`config.mk`:
```
export PLATFORM = sky130hd
export DESIGN_NAME = fifo_wr_arbiter
export DESIGN_NICKNAME = d
export VERILOG_FILES = /design/src/rtl/fifo_wr_arbiter.sv
export SDC_FILE = /design/constraint.sdc
export NUM_CORES = 1
export LEC_CHECK = 0
export CORE_MARGIN = 2
export CORE_UTILIZATION = 32
export DETAILED_ROUTE_END_ITERATION = 10
export HOLD_SLACK_MARGIN = 0.1
export PLACE_DENSITY = 0.76
export SLEW_MARGIN = 20
export SYNTH_ARGS = -nofsm -noshare
export SYNTH_HDL_FRONTEND = slang
export SYNTH_SLANG_ARGS = --single-unit
```
`constraint.sdc`:
```
create_clock -name clk -period 1.7 [get_ports clk]
set_input_delay 0.34 -clock clk [delete_from_list [all_inputs] [get_ports clk]]
set_output_delay 0.34 -clock clk [all_outputs]
set_load 0.01 [all_outputs]
```
`src/rtl/fifo_wr_arbiter.sv`:
```
// fifo_wr_arbiter: round-robin arbiter sharing one sync_fifo write port in bursts; define FIFO_ARB_STATS_EN for per-producer accepted-word counters
module fifo_wr_arbiter #(
  parameter int NUM_REQ    = 4,
  parameter int FIFO_WIDTH = 8,
  parameter int BURST_LEN  = 4
) (
  input  logic                          clk,
  input  logic                          n_rst,
  input  logic [NUM_REQ-1:0]            req_valid,
  input  logic [NUM_REQ*FIFO_WIDTH-1:0] req_data,
  output logic [NUM_REQ-1:0]            req_ready,
  input  logic                          fifo_full,
  output logic                          fifo_wr_en,
  output logic [FIFO_WIDTH-1:0]         fifo_data_in,
  output logic [$clog2(NUM_REQ)-1:0]    grant_id,
  output logic                          busy
`ifdef FIFO_ARB_STATS_EN
  ,
  output logic [NUM_REQ*16-1:0]         stat_cnt
`endif
);
  localparam int IW = $clog2(NUM_REQ);
  localparam int BW = $clog2(BURST_LEN + 1);
  typedef enum logic {IDLE, GRANT} state_t;
  state_t state_q, state_d;
  logic [IW-1:0] grant_q, grant_d, last_q, last_d, pick, cand;
  logic [BW-1:0] burst_q, burst_d;
  logic busy_q, busy_d, found, in_grant, valid_g, wr, end_burst;
  always_comb begin
    pick = last_q;
    found = 1'b0;
    cand = '0;
    for (int k = 1; k <= NUM_REQ; k++) begin
      cand = IW'((int'(last_q) + k) % NUM_REQ);
      if (!found && req_valid[cand]) begin
        pick = cand;
        found = 1'b1;
      end
    end
  end
  always_comb begin
    in_grant = state_q == GRANT;
    valid_g = req_valid[grant_q];
    wr = in_grant && valid_g && !fifo_full;
    end_burst = in_grant && (!valid_g || (wr && burst_q == BW'(BURST_LEN - 1)));
    req_ready = (in_grant && !fifo_full) ? NUM_REQ'(1) << grant_q : '0;
    fifo_wr_en = wr;
    fifo_data_in = wr ? req_data[grant_q*FIFO_WIDTH +: FIFO_WIDTH] : '0;
    state_d = in_grant ? (end_burst ? IDLE : GRANT) : (found ? GRANT : IDLE);
    grant_d = (!in_grant && found) ? pick : grant_q;
    last_d = end_burst ? grant_q : last_q;
    burst_d = !in_grant ? '0 : wr ? burst_q + 1'b1 : burst_q;
    busy_d = state_d == GRANT;
  end
  always_ff @(posedge clk) begin
    if (!n_rst) begin
      state_q <= IDLE;
      grant_q <= '0;
      last_q  <= IW'(NUM_REQ - 1);
      burst_q <= '0;
      busy_q  <= 1'b0;
    end else begin
      state_q <= state_d;
      grant_q <= grant_d;
      last_q  <= last_d;
      burst_q <= burst_d;
      busy_q  <= busy_d;
    end
  end
  assign grant_id = grant_q;
  assign busy = busy_q;
`ifdef FIFO_ARB_STATS_EN
  logic [15:0] stat_q [NUM_REQ];
  logic [15:0] stat_d [NUM_REQ];
  always_comb begin
    for (int k = 0; k < NUM_REQ; k++)
      stat_d[k] = (wr && grant_q == IW'(k) && stat_q[k] != 16'hFFFF) ? stat_q[k] + 16'd1 : stat_q[k];
  end
  always_ff @(posedge clk) begin
    for (int k = 0; k < NUM_REQ; k++)
      stat_q[k] <= !n_rst ? 16'd0 : stat_d[k];
  end
  for (genvar i = 0; i < NUM_REQ; i++) begin : g_stat
    assign stat_cnt[i*16 +: 16] = stat_q[i];
  end
`endif
endmodule

```
Word-level counts from Yosys, hierarchy flattened --
Cells that the tools add are included.
Cells by class: mux-type cells 23, reduce and logical (&&, ||, !) cells 17, shift-type cells 2, $add $sub $neg 5, eq/ne operators 1, order comparisons 5
Operators by type and width (count):
- 32-bit by 6-bit variable part select with 8-bit output | 1
- 2-bit by 3-bit < comparator with 1-bit output (second input constant) | 5
- 1-bit two-way mux | 12
- 1-bit binary-select mux with 2-bit select | 5
- 1-bit logical AND | 9
- 2-bit two-way mux | 4
- 8-bit two-way mux | 1
- 1-bit zero test | 6
- 2-bit by 1-bit adder with 2-bit output (second input constant) | 2
- 2-bit adder (second input constant) | 2
- 4-bit two-way mux | 1
- 1-bit by 2-bit left shift with 4-bit output (first input constant) | 1
- 3-bit by 1-bit adder with 3-bit output (second input constant) | 1
- 3-bit by 2-bit == test with 1-bit output (second input constant) | 1
- 2-bit AND reduction | 1
- 1-bit logical OR | 1
Word-level totals: input port bits 39, output and inout bits 16, flip-flop bits (word level) 8

Logic depth before layout (Yosys ltp) --
Gate-level depths: netlist (run 1).
word-level depth 15, depth in mapped cells 6

Least setup slack after synthesis (run 1) --
Ideal clock, no wire load.
path type register to output, start point register grant_q[0] (netlist: grant_id[0]), end point output port fifo_data_in[4], data required time 1360 ps, arrival 1398 ps, path slack -38 ps, stages on the path, launching flop included 5, path buffers 2, cell sequence dfxtp_1 buf_6 clkbuf_8 mux4_2 and3_2
Between the ends: cells in the longest elaborated chain, start to end 5, elaborated cells on any way between the ends 6, those cells by class 1 x shift; 3 x mux; 2 x reduce/logical
RTL lines:
- start, declared | line 26 | logic [IW-1:0] grant_q, grant_d, last_q, last_d, pick, cand;
- start signal, assigned | line 64 | grant_q <= grant_d;
- parallel branches: the longest is 4 deep, another holds 32-bit by 6-bit variable part select with 8-bit output
- 8-bit two-way mux * | line 48 | fifo_data_in = wr ? req_data[grant_q*FIFO_WIDTH +: FIFO_WIDTH] : '0;
- end, declared | line 14 | output logic [FIFO_WIDTH-1:0] fifo_data_in,
Every way passes the cells marked *. The select of a mux whose other input is x is not followed.

Final worst setup path (run 1) --
start point register grant_q[0] (netlist: grant_id[0]), end point output port fifo_data_in[1]
Same word-level chain as after synthesis.

==> run summary, run 1 <==
The flow ran to the end, but the final reports show violations. The final reports fail on setup timing. The cell taking the most area after synthesis is dfxtp_1. The tools report the critical path capture point as fifo_data_in[1]. The sum of negative setup slack was -2.64 ns.

TritonCTS built the clock tree. The critical-path maximum fanout came out at 5. Root cell of the clock tree: clkbuf_4.

The clock latency reported for the late side of the worst-skew pair came out at 0.27 ns. Dividing the final minimum period by the clock period gives 119%. The leakage dissipation came out at 0.000736 uW. Share of synthesized flip-flops with an asynchronous set or reset: 0%.

The run gives 0 as the total number of yosys warnings. For the register-to-register path setup slack, the log shows -0.02 ns. The mean cell area of the mapped netlist was 9.69 um^2; the final count of negative-setup-slack endpoints was 10.

Counting instances in the post-synthesis netlist gives the leading cell types as nor2_1, and3_2, dfxtp_1. The clock net in this run drives a total of 8 sinks. The number of nets handed over by synthesis was 127.

Among all stages on the critical path, the largest delay is contributed by mux4_2. The synthesized instance count is 86. The category of the most critical setup path is flop to primary output. The time the final worst path needs with I/O delays and setup was 2.03 ns; the routability congestion estimate from global placement was 0.863.

The multi-input combinational cell area was 652 um^2. The clock arrives with 0.00791 ns of skew. OpenSTA, run right after detailed placement, puts the worst setup slack at -0.690 ns. The synthesized netlist contains 29 unique library cells. The share of layout cells above drive strength 1 came out at 35.6%.

The average wire per standard cell was 14.1 um; the routed wire length was 2720 um. The max-slew violation total from the final report was 0. Buffers inserted during clock tree synthesis total 3. Across all layers, the routed design uses 1005 vias. STA classifies the critical path endpoint as a primary output. The synthesized design contains 8 register bits. Summing all flip-flop and latch instances after layout gives 165 um^2.

In the final design database the tool counted 206 nets. The number of enable-type register cells in the synthesized netlist is 0, and the estimated wirelength of the detail-placed design is 1910 um. The count of nets left with antenna violations once routing finished came out at 0. The area added between synthesis and finish is 97.6%.

The worst pin sits at a relative slew slack of 79.6%. The initial utilization of the core area, before any placement, comes to 33.6%. Global routing finished with a remaining overflow of 0. STA puts the critical path data required time at 1.36 ns. The area of the core is 0.00248 mm^2, and the number of max-capacitance violations reported is 0. Across all hold checks on the routed design, the worst slack comes to 0.507 ns. Setup repair after global routing could not meet its margin everywhere. The number of buffers inserted by port buffering works out to 54. The worst hold path passes through 2 cells. In this design, the stage delay of the slowest critical-path cell is 0.54 ns. The clock transition at the registers of the reported paths came out at 0.06 ns. The tools report the number of inserted filler cells in the final layout as 198. For the final count of hold timing violations, the log shows 0. Initial antenna violation count: 0. Entering global routing, the biggest net connects 10 pins. Static timing analysis puts the maximum clock frequency at 493 MHz. For the arrival time reported for the critical path endpoint, the log shows 1.69 ns.

The endpoint of the lowest-slack register-to-register path is burst_q[1]$_SDFFE_PN0P_. Sequential cells were found to cover 19.2% of the synthesized design area. Tracing the worst setup path back leads to its startpoint at grant_id[0]$_SDFFE_PN0P_. In this run the deepest clock path goes through 2 buffers. STA classifies the critical path startpoint as a flop. The total number of H-tree levels is 1, and the global-route wire length before repair is 4250 um. Yosys instantiated no cell more often than nor2_1. The class of the tightest hold or removal check was flop to flop. Overall fraction of global-route tracks in use: 20.2%. For the via count of the first global-routing pass, the log shows 985.

Width of the die: 55.0 um. Measured along the y axis, the die boundary spans 55.0 um. By instance count, the cell type seen most on the critical path is buf_6. The portion of synthesized cell area occupied by the leading cell type works out to 19.2%.

The prevailing post-synth register cell was dfxtp_1. After detailed routing, the number of remaining DRC violations is 0. Start of the worst register-to-register path: grant_id[0]$_SDFFE_PN0P_. The area of the mapped netlist came out at 833 um^2. Pin placement for this block handled 55 I/O pins.

Die footprint: 0.00303 mm^2. The first detailed-routing pass ran for 4 iterations. The logic depth of the worst register-to-register path is 7, and the initial detailed-routing violation count is 24. 0 antenna diodes ended up in the layout. Yosys attributes the largest share of cell area to dfxtp_1, mux4_1, mux4_2. The critical path goes through buf_6, mux4_2, buf_6, and3_4, buf_6. For this design the ratio of total power to cell area is 515 mW/mm^2.

The run gives -0.327 ns as the final worst slack. The row count is 18, and the transition at the pin with the smallest max-transition slack is 0.304 ns. Dividing the detail-routed via count by the number of cells gives 5.21.

The worst-case IR drop observed on VDD is 0.000499 V.
-- repair_timing --
action | 4_1_cts | 5_1_grt
pin swaps | 2 | 4
cloned | 1 | 0
resized for setup | 76 | 7
setup endpoints to repair | 18 | 14
hold buffers | 0 | 0
buffers inserted | 12 | 0
-- cell usage in the layout, fill, tap and decap left out, drive strengths merged, types with 2 or more instances in the layout --
master	synthesis	final
a21oi	2	2
nor3b	2	2
nor2	10	10
o21ai	5	5
nand2b	2	2
mux4	9	10
nand2	7	7
dlygate4sd2	0	8
clkbuf	4	3
nor2b	4	4
dfxtp	8	8
mux2i	4	4
buf	2	35
ha	2	2
clkdlybuf4s50	0	34
o31ai	2	2
inv	5	5
and3	9	9
-- report_power, final --
| group | total, uW | internal (uW) | switching (uW) |
|---|---|---|---|
| Clock | 156 | 81.4 | 74.2 |
| Combinational | 470 | 302 | 168 |
| Sequential | 223 | 205 | 18.4 |
-- metrics by stage --
stage | instance area [um^2] | power (uW) | cells | utilization [%]
after floorplan | 835 | 418 | 86 | -
after global placement | 1460 | 590 | 178 | 58.9
after detailed placement | 1460 | 600 | 178 | 58.9
after CTS | 1630 | 843 | 193 | 65.7
after global routing | 1650 | 898 | 193 | 66.5
final | 1650 | 848 | 193 | 66.5
-- layout make-up --
type | count | share of cell area, %
Sequential cell | 8 | 10.0
Multi-Input combinational cell | 68 | 39.6
Tap cell | 30 | 2.28
Clock buffer | 3 | 1.37
Timing Repair Buffer | 79 | 45.6
Inverter | 5 | 1.14
-- how the worst min path moves through the flow --
| stage | start | to | slack [ns] |
|---|---|---|---|
| 2_1_floorplan | n_rst | last_q[1]$_SDFFE_PN1P_ | 0.42 |
| 3_3_place_gp | burst_q[2]$_SDFFE_PN0P_ | burst_q[2]$_SDFFE_PN0P_ | 0.46 |
| 3_5_place_dp | burst_q[2]$_SDFFE_PN0P_ | burst_q[2]$_SDFFE_PN0P_ | 0.49 |
| 4_1_cts | burst_q[2]$_SDFFE_PN0P_ | burst_q[2]$_SDFFE_PN0P_ | 0.50 |
| 5_1_grt | burst_q[2]$_SDFFE_PN0P_ | burst_q[2]$_SDFFE_PN0P_ | 0.55 |
| 6_report | burst_q[2]$_SDFFE_PN0P_ | burst_q[2]$_SDFFE_PN0P_ | 0.51 |
-- critical path, delay by kind of cell, from the launching register on --
kind,cells,cell delay (ns)
mux,1,0.54
flops,1,0.38
buf+inv,3,0.37
simple gates,1,0.14
-- state kept, by name, indices dropped and copies added, names as in the netlist --
| signal | flops |
|---|---|
| burst_q | 3 |
| grant_id | 2 |
| last_q | 2 |
| busy | 1 |
-- layer usage --
layer / wire length (um) / vias to the layer above / GRT usage, %
met5: 0 / - / 0
met4: 88 / 0 / 12.2
met3: 221 / 11 / 4.30
met2: 1380 / 41 / 35.5
met1: 1030 / 471 / 22.1
li1: - / 482 / -
-- cell families (layout without fill, tap and decap cells) --
kind of cell	Yosys count	count (layout)	synth area share, %
AO/OA/AOI/OAI	14	14	10.4
XOR/XNOR	1	1	1.05
adder cells (fa/ha/maj)	2	2	3.00
buffers and inverters	11	87	9.16
flip-flops	8	8	19.2
multiplexers	13	14	31.8
AND/OR/NAND/NOR	37	37	25.4
No activity file was read; power rests on OpenSTA's default activity.
==> run 2: changes to the inputs <==
--- a/config.mk
+++ b/config.mk
@@ -5,11 +5,10 @@
 export SDC_FILE = /design/constraint.sdc
 export NUM_CORES = 1
 export LEC_CHECK = 0
-export CORE_MARGIN = 2
-export CORE_UTILIZATION = 32
+export CORE_UTILIZATION = 30
 export DETAILED_ROUTE_END_ITERATION = 10
 export HOLD_SLACK_MARGIN = 0.1
-export PLACE_DENSITY = 0.76
+export PLACE_DENSITY = 0.72
 export SLEW_MARGIN = 20
 export SYNTH_ARGS = -nofsm -noshare
 export SYNTH_HDL_FRONTEND = slang
==> run summary, run 2 (synthesized netlist as in run 1, its figures left out) <==
The tools report the switching power as 259 uW (-0.57%). The worst setup path is of the flop to primary output kind. The arrival time reported for the critical path endpoint is 1.72 ns (+0.03 ns). The share of power burned in registers is 26.6% (+0.3 points).

The most common cell after layout, fill and taps aside was clkdlybuf4s50_1. Time the final worst path needs with I/O delays and setup: 2.06 ns (+0.0292 ns). Setup repair after global routing could not meet its margin everywhere. In the layout the commonest cells are clkdlybuf4s50_1, buf_4, buf_6, nor2_1. The critical path buffer and inverter count is 3 (unchanged), and the routability congestion estimate from global placement is 0.860 (-0.28%). The logs give 2 (unchanged) for the maximum count of clock buffers along a single path and 3 (unchanged) for the number of buffers created by CTS.

The switching power share of the total was 30.8% (+0.093 points); the clock latency reported for the late side of the worst-skew pair was 0.25 ns (-0.02 ns). The TritonCTS sink count was 8 (unchanged); the data required time of the critical path was 1.36 ns (about the same). STA classifies the critical path startpoint as a flop. The pin count of the biggest net entering global routing is 10 (unchanged).

The transition at the pin with the smallest max-transition slack was 0.289 ns (-0.0151 ns). The initial detailed-routing violation count came out at 14 (-42%). The tools report the antenna diode count as 0 (unchanged). The average wire per standard cell works out to 16.3 um (+16%).

Aggregate global routing overflow: 0 (unchanged). The run gives 18 (unchanged) as the row count. The number of inserted filler cells in the final layout was 203 (+2.5%); the flip-flop count of the largest register, all copies and words added was 3 (unchanged). The length of the first detailed-routing pass in iterations came out at 4 (unchanged). The logs give 0.00299 mm^2 (-1.2%) for the die footprint and 56.3% (+0.9 points) for the combinational cell fraction of total power. The number of max-capacitance violations reported is 0 (unchanged).

In this design, the critical path's most frequently occurring cell is buf_6. The run gives 1013 (+0.80%) as the total via count in the routed design. The share of layout cells above drive strength 1 works out to 37.4% (+1.8 points). The gate family responsible for the most delay along the worst path is multiplexers. The total power divided by cell area was 521 mW/mm^2 (+1.1%); the DRC violation count after routing was 0 (unchanged). I/O pin count: 55 (unchanged). The final reports fail on setup timing. The y dimension of the die was 54.7 um (-0.59%); the ratio of final minimum period to clock period was 121% (+1.7 points). The area added between synthesis and finish is 93.8%, and the area of the core is 0.00254 mm^2 (+2.7%).

The hold slack is 0.490 ns (-0.0167 ns), and the estimated wirelength of the detail-placed design is 2020 um (+5.9%). The run finished, with violations left. The signal on the critical path passes through buf_12, mux4_2, buf_6, and3_4, buf_6.

The routed wire length is 3150 um (+16%), and the final worst slack is -0.356 ns (-0.0292 ns). The largest individual stage delay along the critical path comes from the cell mux4_2. The logs give 206 (unchanged) for the post-layout net count and 0 (unchanged) for the initial antenna violation count. The number of non-filler instances in the completed layout came out at 193 (unchanged). TritonCTS built the clock tree. The logs give 17.1% (-1.2 points) for the fraction of power consumed by the clock network and -2.74 ns (-0.102 ns) for the sum of negative setup slack. The total number of H-tree levels was 1 (unchanged); the effective utilization at floorplan was 32.7% (-0.89 points). The width of the die works out to 54.7 um (-0.59%). The logs give 178 (unchanged) for the count of placed standard cells including taps and 0.000391 V (-22%) for the largest voltage drop on the vdd net. The count of hold buffers inserted by post-cts repair is 0 (unchanged), and the max-slew violation total from the final report is 0 (unchanged). The cell-internal power is 582 uW (-1.0%), and the global-route wire length before repair is 4510 um (+6.2%).

The number of buffers inserted by port buffering was 54 (unchanged). The tools report the root cell of the clock tree as clkbuf_4. The path class of the tightest hold or removal check is flop to flop. The run gives 0 (unchanged) as the final count of hold timing violations. The worst slack at placement was -0.671 ns (+0.0185 ns); the achievable clock frequency was 486 MHz (-1.4%). The relative slew slack came out at 80.6% (+1.0 points). The critical-path maximum fanout came out at 8 (+3). The post-detailed-route count of antenna-violating nets is 0 (unchanged). Overall fraction of global-route tracks in use: 21.3% (+1.1 points). The via count of the first global-routing pass was 1007 (+2.2%); the via-per-instance ratio was 5.25 (+0.80%). The tools report the register-to-register path setup slack as -0.06 ns (-0.04 ns). The largest clock skew in the final design was 0.00875 ns (+0.000837 ns).

The final count of negative-setup-slack endpoints came out at 11 (+1). The worst setup path is captured at a primary output. The largest register by flop count is burst_q. The leakage dissipation came out at 0.000717 uW (-2.6%).

The largest stage delay on the critical path was 0.57 ns (+0.03 ns); the clock transition at the registers of the reported paths was 0.06 ns (about the same). The run gives 841 uW (-0.87%) as the total power draw.
==> run 2: layout make-up <==
type                    count  area (um^2)  area share, %
flip-flops and latches      8          168           10.4
multi-input cells          68          639           39.6
inverters                   5         18.8           1.16
clock buffers               3         22.5           1.39
repair buffers             79          729           45.2
well taps                  30         37.5           2.32
==> run 2: worst min-delay path: stages (launching register included) <==
cell and delay, ns:
dfxtp_1 0.30, nand4_1 0.08, o31ai_1 0.06
==> run 2: through the flow <==
step | utilization, % | instance area, um^2
3_5_place_dp | 57.4 | 1460
6_report | 63.5 | 1620
2_1_floorplan | - | 835
4_1_cts | 63.3 | 1610
5_1_grt | 63.5 | 1620
3_3_place_gp | 57.4 | 1460
==> run 2: path summary, 6_finish.rpt <==
check / startpoint / end / depth (start not counted)
worst min register to register: burst_q[2]$_SDFFE_PN0P_ / burst_q[2]$_SDFFE_PN0P_ / 2
worst max register to register: grant_id[0]$_SDFFE_PN0P_ / burst_q[1]$_SDFFE_PN0P_ / 7
worst max-delay path: grant_id[0]$_SDFFE_PN0P_ / fifo_data_in[5] / 5
worst min-delay path: burst_q[2]$_SDFFE_PN0P_ / burst_q[2]$_SDFFE_PN0P_ / 2
==> run 2: repair_timing <==
| item | in CTS | in global routing |
|---|---|---|
| pin swaps | 6 | 4 |
| resized for setup | 85 | 5 |
| setup endpoints to repair | 18 | 16 |
| cloned | 1 | 0 |
| buffers inserted | 11 | 2 |
==> run 2: power by group through the flow <==
stage                     clock network, uW  registers [uW]  logic [uW]
after floorplan                           0             223         195
after global placement                    0             237         354
after detailed placement                  0             239         361
after CTS                               154             221         459
after global routing                    162             225         507
final                                   144             223         474
==> run 2: routing by layer <==
layer / vias up / part of all wire, % / track usage (%)
li1: 481 / - / -
met1: 473 / 35 / 21.0
met2: 55 / 51 / 41.4
met3: 4 / 14 / 6.11
met5: - / 0 / 0
met4: 0 / 0.73 / 6.84
==> run 3: changes to the inputs <==
--- a/config.mk
+++ b/config.mk
@@ -5,10 +5,12 @@
 export SDC_FILE = /design/constraint.sdc
 export NUM_CORES = 1
 export LEC_CHECK = 0
+export CORE_MARGIN = 3
 export CORE_UTILIZATION = 30
 export DETAILED_ROUTE_END_ITERATION = 10
 export HOLD_SLACK_MARGIN = 0.1
 export PLACE_DENSITY = 0.72
+export RECOVER_POWER = 25
 export SLEW_MARGIN = 20
 export SYNTH_ARGS = -nofsm -noshare
 export SYNTH_HDL_FRONTEND = slang
==> run summary, run 3 (synthesized netlist as in run 1, its figures left out) <==
The number of max-capacitance violations reported is 0 (unchanged), and the pin count of the biggest net entering global routing is 10 (unchanged). The ratio of final minimum period to clock period works out to 118% (-2.6 points). The critical-path maximum fanout is 5 (-3). The largest register by flop count was burst_q.

The combinational cell fraction of total power is 55.6% (-0.7 points), and the relative slew slack is 79.5% (-1.1 points). The logic depth of the worst register-to-register path is 7 (unchanged). The run gives 193 (unchanged) as the number of non-filler instances in the completed layout.

The tree is rooted in a clkbuf_4. Endpoint of the lowest-slack register-to-register path: burst_q[1]$_SDFFE_PN0P_. The worst hold path belongs to the class flop to flop. The area of the core was 0.00257 mm^2 (+0.88%); the cell-internal power was 587 uW (+0.81%). The global-route wire length before repair is 4860 um (+7.8%), and the average wire per standard cell is 14.8 um (-9.0%). The logs give 0 (unchanged) for the DRC violation count after routing and 0 (unchanged) for the antenna diode count.

The overall fraction of global-route tracks in use is 18.5% (-2.8 points). The run gives 0.00345 mm^2 (+15%) as the die footprint. The time the final worst path needs with I/O delays and setup came out at 2.01 ns (-0.0435 ns). In this run the most critical hold path is launched from burst_q[2]$_SDFFE_PN0P_. The row count was 18 (unchanged); the total power divided by cell area was 509 mW/mm^2 (-2.2%).

The count of hold buffers inserted by post-cts repair was 0 (unchanged). The checks that failed: setup timing. I/O pin count: 55 (unchanged).

The post-layout net count is 206 (unchanged). The share of power burned in registers was 26.5% (about the same); the sum of negative setup slack was -2.56 ns (+0.186 ns). The switching power share of the total was 30.0% (-0.76 points); the clock transition at the registers of the reported paths was 0.05 ns (about the same). The flip-flop count of the largest register, all copies and words added is 3 (unchanged), and the storage element area is 164 um^2 (-2.2%). TritonCTS built the clock tree.

The cell type of the slowest stage on the worst timing path is mux4_2. The signal on the critical path passes through buf_12, mux4_2, buf_6, and3_4, buf_6. Most common cell after layout, fill and taps aside: clkdlybuf4s50_1.

Achievable clock frequency: 497 MHz (+2.2%). The area growth from synthesis to layout is 97.7%. The y dimension of the die is 58.7 um (+7.3%), and the count of placed standard cells including taps is 179 (+0.56%). The logs give 0 (unchanged) for the final count of hold timing violations and 28 (+14) for the initial detailed-routing violation count. The largest stage delay on the critical path is 0.52 ns (-0.05 ns). The largest clock skew in the final design was 0.000616 ns (-0.00813 ns). The tools report the TritonCTS sink count as 8 (unchanged). The width of the die is 58.7 um (+7.3%).

The final worst slack came out at -0.313 ns (+0.0435 ns). The logs give 1.36 ns (about the same) for the data required time of the critical path and 4 (unchanged) for the length of the first detailed-routing pass in iterations. The run finished, with violations left. The tools report the post-detailed-route count of antenna-violating nets as 0 (unchanged). The number of buffers inserted by port buffering came out at 54 (unchanged). The total via count in the routed design came out at 997 (-1.6%). Clock latency reported for the late side of the worst-skew pair: 0.26 ns (about the same). The via count of the first global-routing pass was 1088 (+8.0%); the leakage dissipation was 0.000732 uW (+2.1%). For the routed wire length, the log shows 2870 um (-9.0%). The switching power was 252 uW (-2.7%). The most critical setup path has its endpoint at fifo_data_in[6]. The number of inserted filler cells in the final layout was 221 (+8.9%); the effective utilization at floorplan was 32.5% (-0.29 points).

Initial antenna violation count: 0 (unchanged). Kind of end point of the critical path: a primary output. For the routability congestion estimate from global placement, the log shows 0.845 (-1.8%). The largest voltage drop on the vdd net was 0.000466 V (+19%). The max-slew violation total from the final report was 0 (unchanged). In the layout the commonest cells are clkdlybuf4s50_1, buf_4, buf_6, nor2_1, and3_4. The total number of H-tree levels came out at 1 (unchanged). The worst register-to-register path begins at grant_id[0]$_SDFFE_PN0P_. The arrival time reported for the critical path endpoint was 1.67 ns (-0.05 ns); the aggregate global routing overflow was 0 (unchanged). Estimated wirelength of the detail-placed design: 2020 um (about the same). The category of the most critical setup path was flop to primary output. The transition at the pin with the smallest max-transition slack is 0.304 ns (+0.0157 ns).

The final count of negative-setup-slack endpoints is 9 (-2), and the via-per-instance ratio is 5.17 (-1.6%). The run gives 0.03 ns (+0.09 ns) as the register-to-register path setup slack. The most frequent cell on the critical path was buf_6. STA classifies the critical path startpoint as a flop. The share of layout cells above drive strength 1 was 33.1% (-4.3 points); the multi-input combinational cell area was 654 um^2 (+2.3%).

The maximum count of clock buffers along a single path was 2 (unchanged); the fraction of power consumed by the clock network was 17.9% (+0.8 points). The tools report the origin of the worst setup path as grant_id[0]$_SDFFE_PN0P_. Number of buffers created by CTS: 3 (unchanged).

Setup repair after global routing could not meet its margin everywhere.
## run 3: layout make-up
type                       instances  area share (%)
sequential                         8            9.95
clock buffer                       3            1.37
tap                               30            2.28
multi-input combinational         68            39.7
timing repair buffer              79            45.6
inverter                           5            1.14
## run 3: worst min-delay path by stage
stage	end	cells past startpoint
finish	burst_q[2]$_SDFFE_PN0P_	2
global route	burst_q[2]$_SDFFE_PN0P_	2
CTS	burst_q[2]$_SDFFE_PN0P_	2
detailed placement	burst_q[2]$_SDFFE_PN0P_	2
global placement	burst_q[2]$_SDFFE_PN0P_	2
floorplan	last_q[1]$_SDFFE_PN1P_	1
## run 3: routing by layer
| metal | up-vias | global-route usage [%] | wire, um | share of wire [%] |
|---|---|---|---|---|
| met5 | - | 0 | 0 | 0 |
| met4 | 0 | 5.83 | 55 | 1.9 |
| met3 | 7 | 3.07 | 215 | 7.5 |
| met2 | 38 | 37.2 | 1640 | 57 |
| met1 | 468 | 19.0 | 954 | 33 |
| li1 | 484 | - | - | - |
## run 3: metrics by stage
step | worst slack, ns | util, % | hold slack, ns | power, uW | cell area (um^2)
2_1_floorplan | 0.00860 | - | 0.421 | 418 | 835
3_3_place_gp | -0.674 | 57.2 | 0.457 | 594 | 1470
3_5_place_dp | -0.695 | 57.2 | 0.467 | 602 | 1470
4_1_cts | -0.301 | 64.2 | 0.474 | 846 | 1650
5_1_grt | -0.352 | 64.2 | 0.519 | 898 | 1650
6_report | -0.313 | 64.2 | 0.466 | 839 | 1650
## run 3: power by group through the flow
| stage | Sequential, uW | Clock (uW) | Combinational [uW] |
|---|---|---|---|
| 2_1_floorplan | 223 | 0 | 195 |
| 3_3_place_gp | 238 | 0 | 356 |
| 3_5_place_dp | 240 | 0 | 363 |
| 4_1_cts | 222 | 158 | 466 |
| 5_1_grt | 225 | 166 | 506 |
| 6_report | 222 | 150 | 466 |
## run 3: worst max-delay path, delay by kind of cell (launching register included)
family / cells / cell delay (ns)
mux: 1 / 0.52
buf+inv: 3 / 0.37
flops: 1 / 0.37
simple gates: 1 / 0.14
## run 3: timing repair
action,in CTS,in global routing
gates cloned,1,0
setup buffers,11,0
gates resized for setup,75,7
pin swaps,2,2
endpoints found under the setup margin,18,16
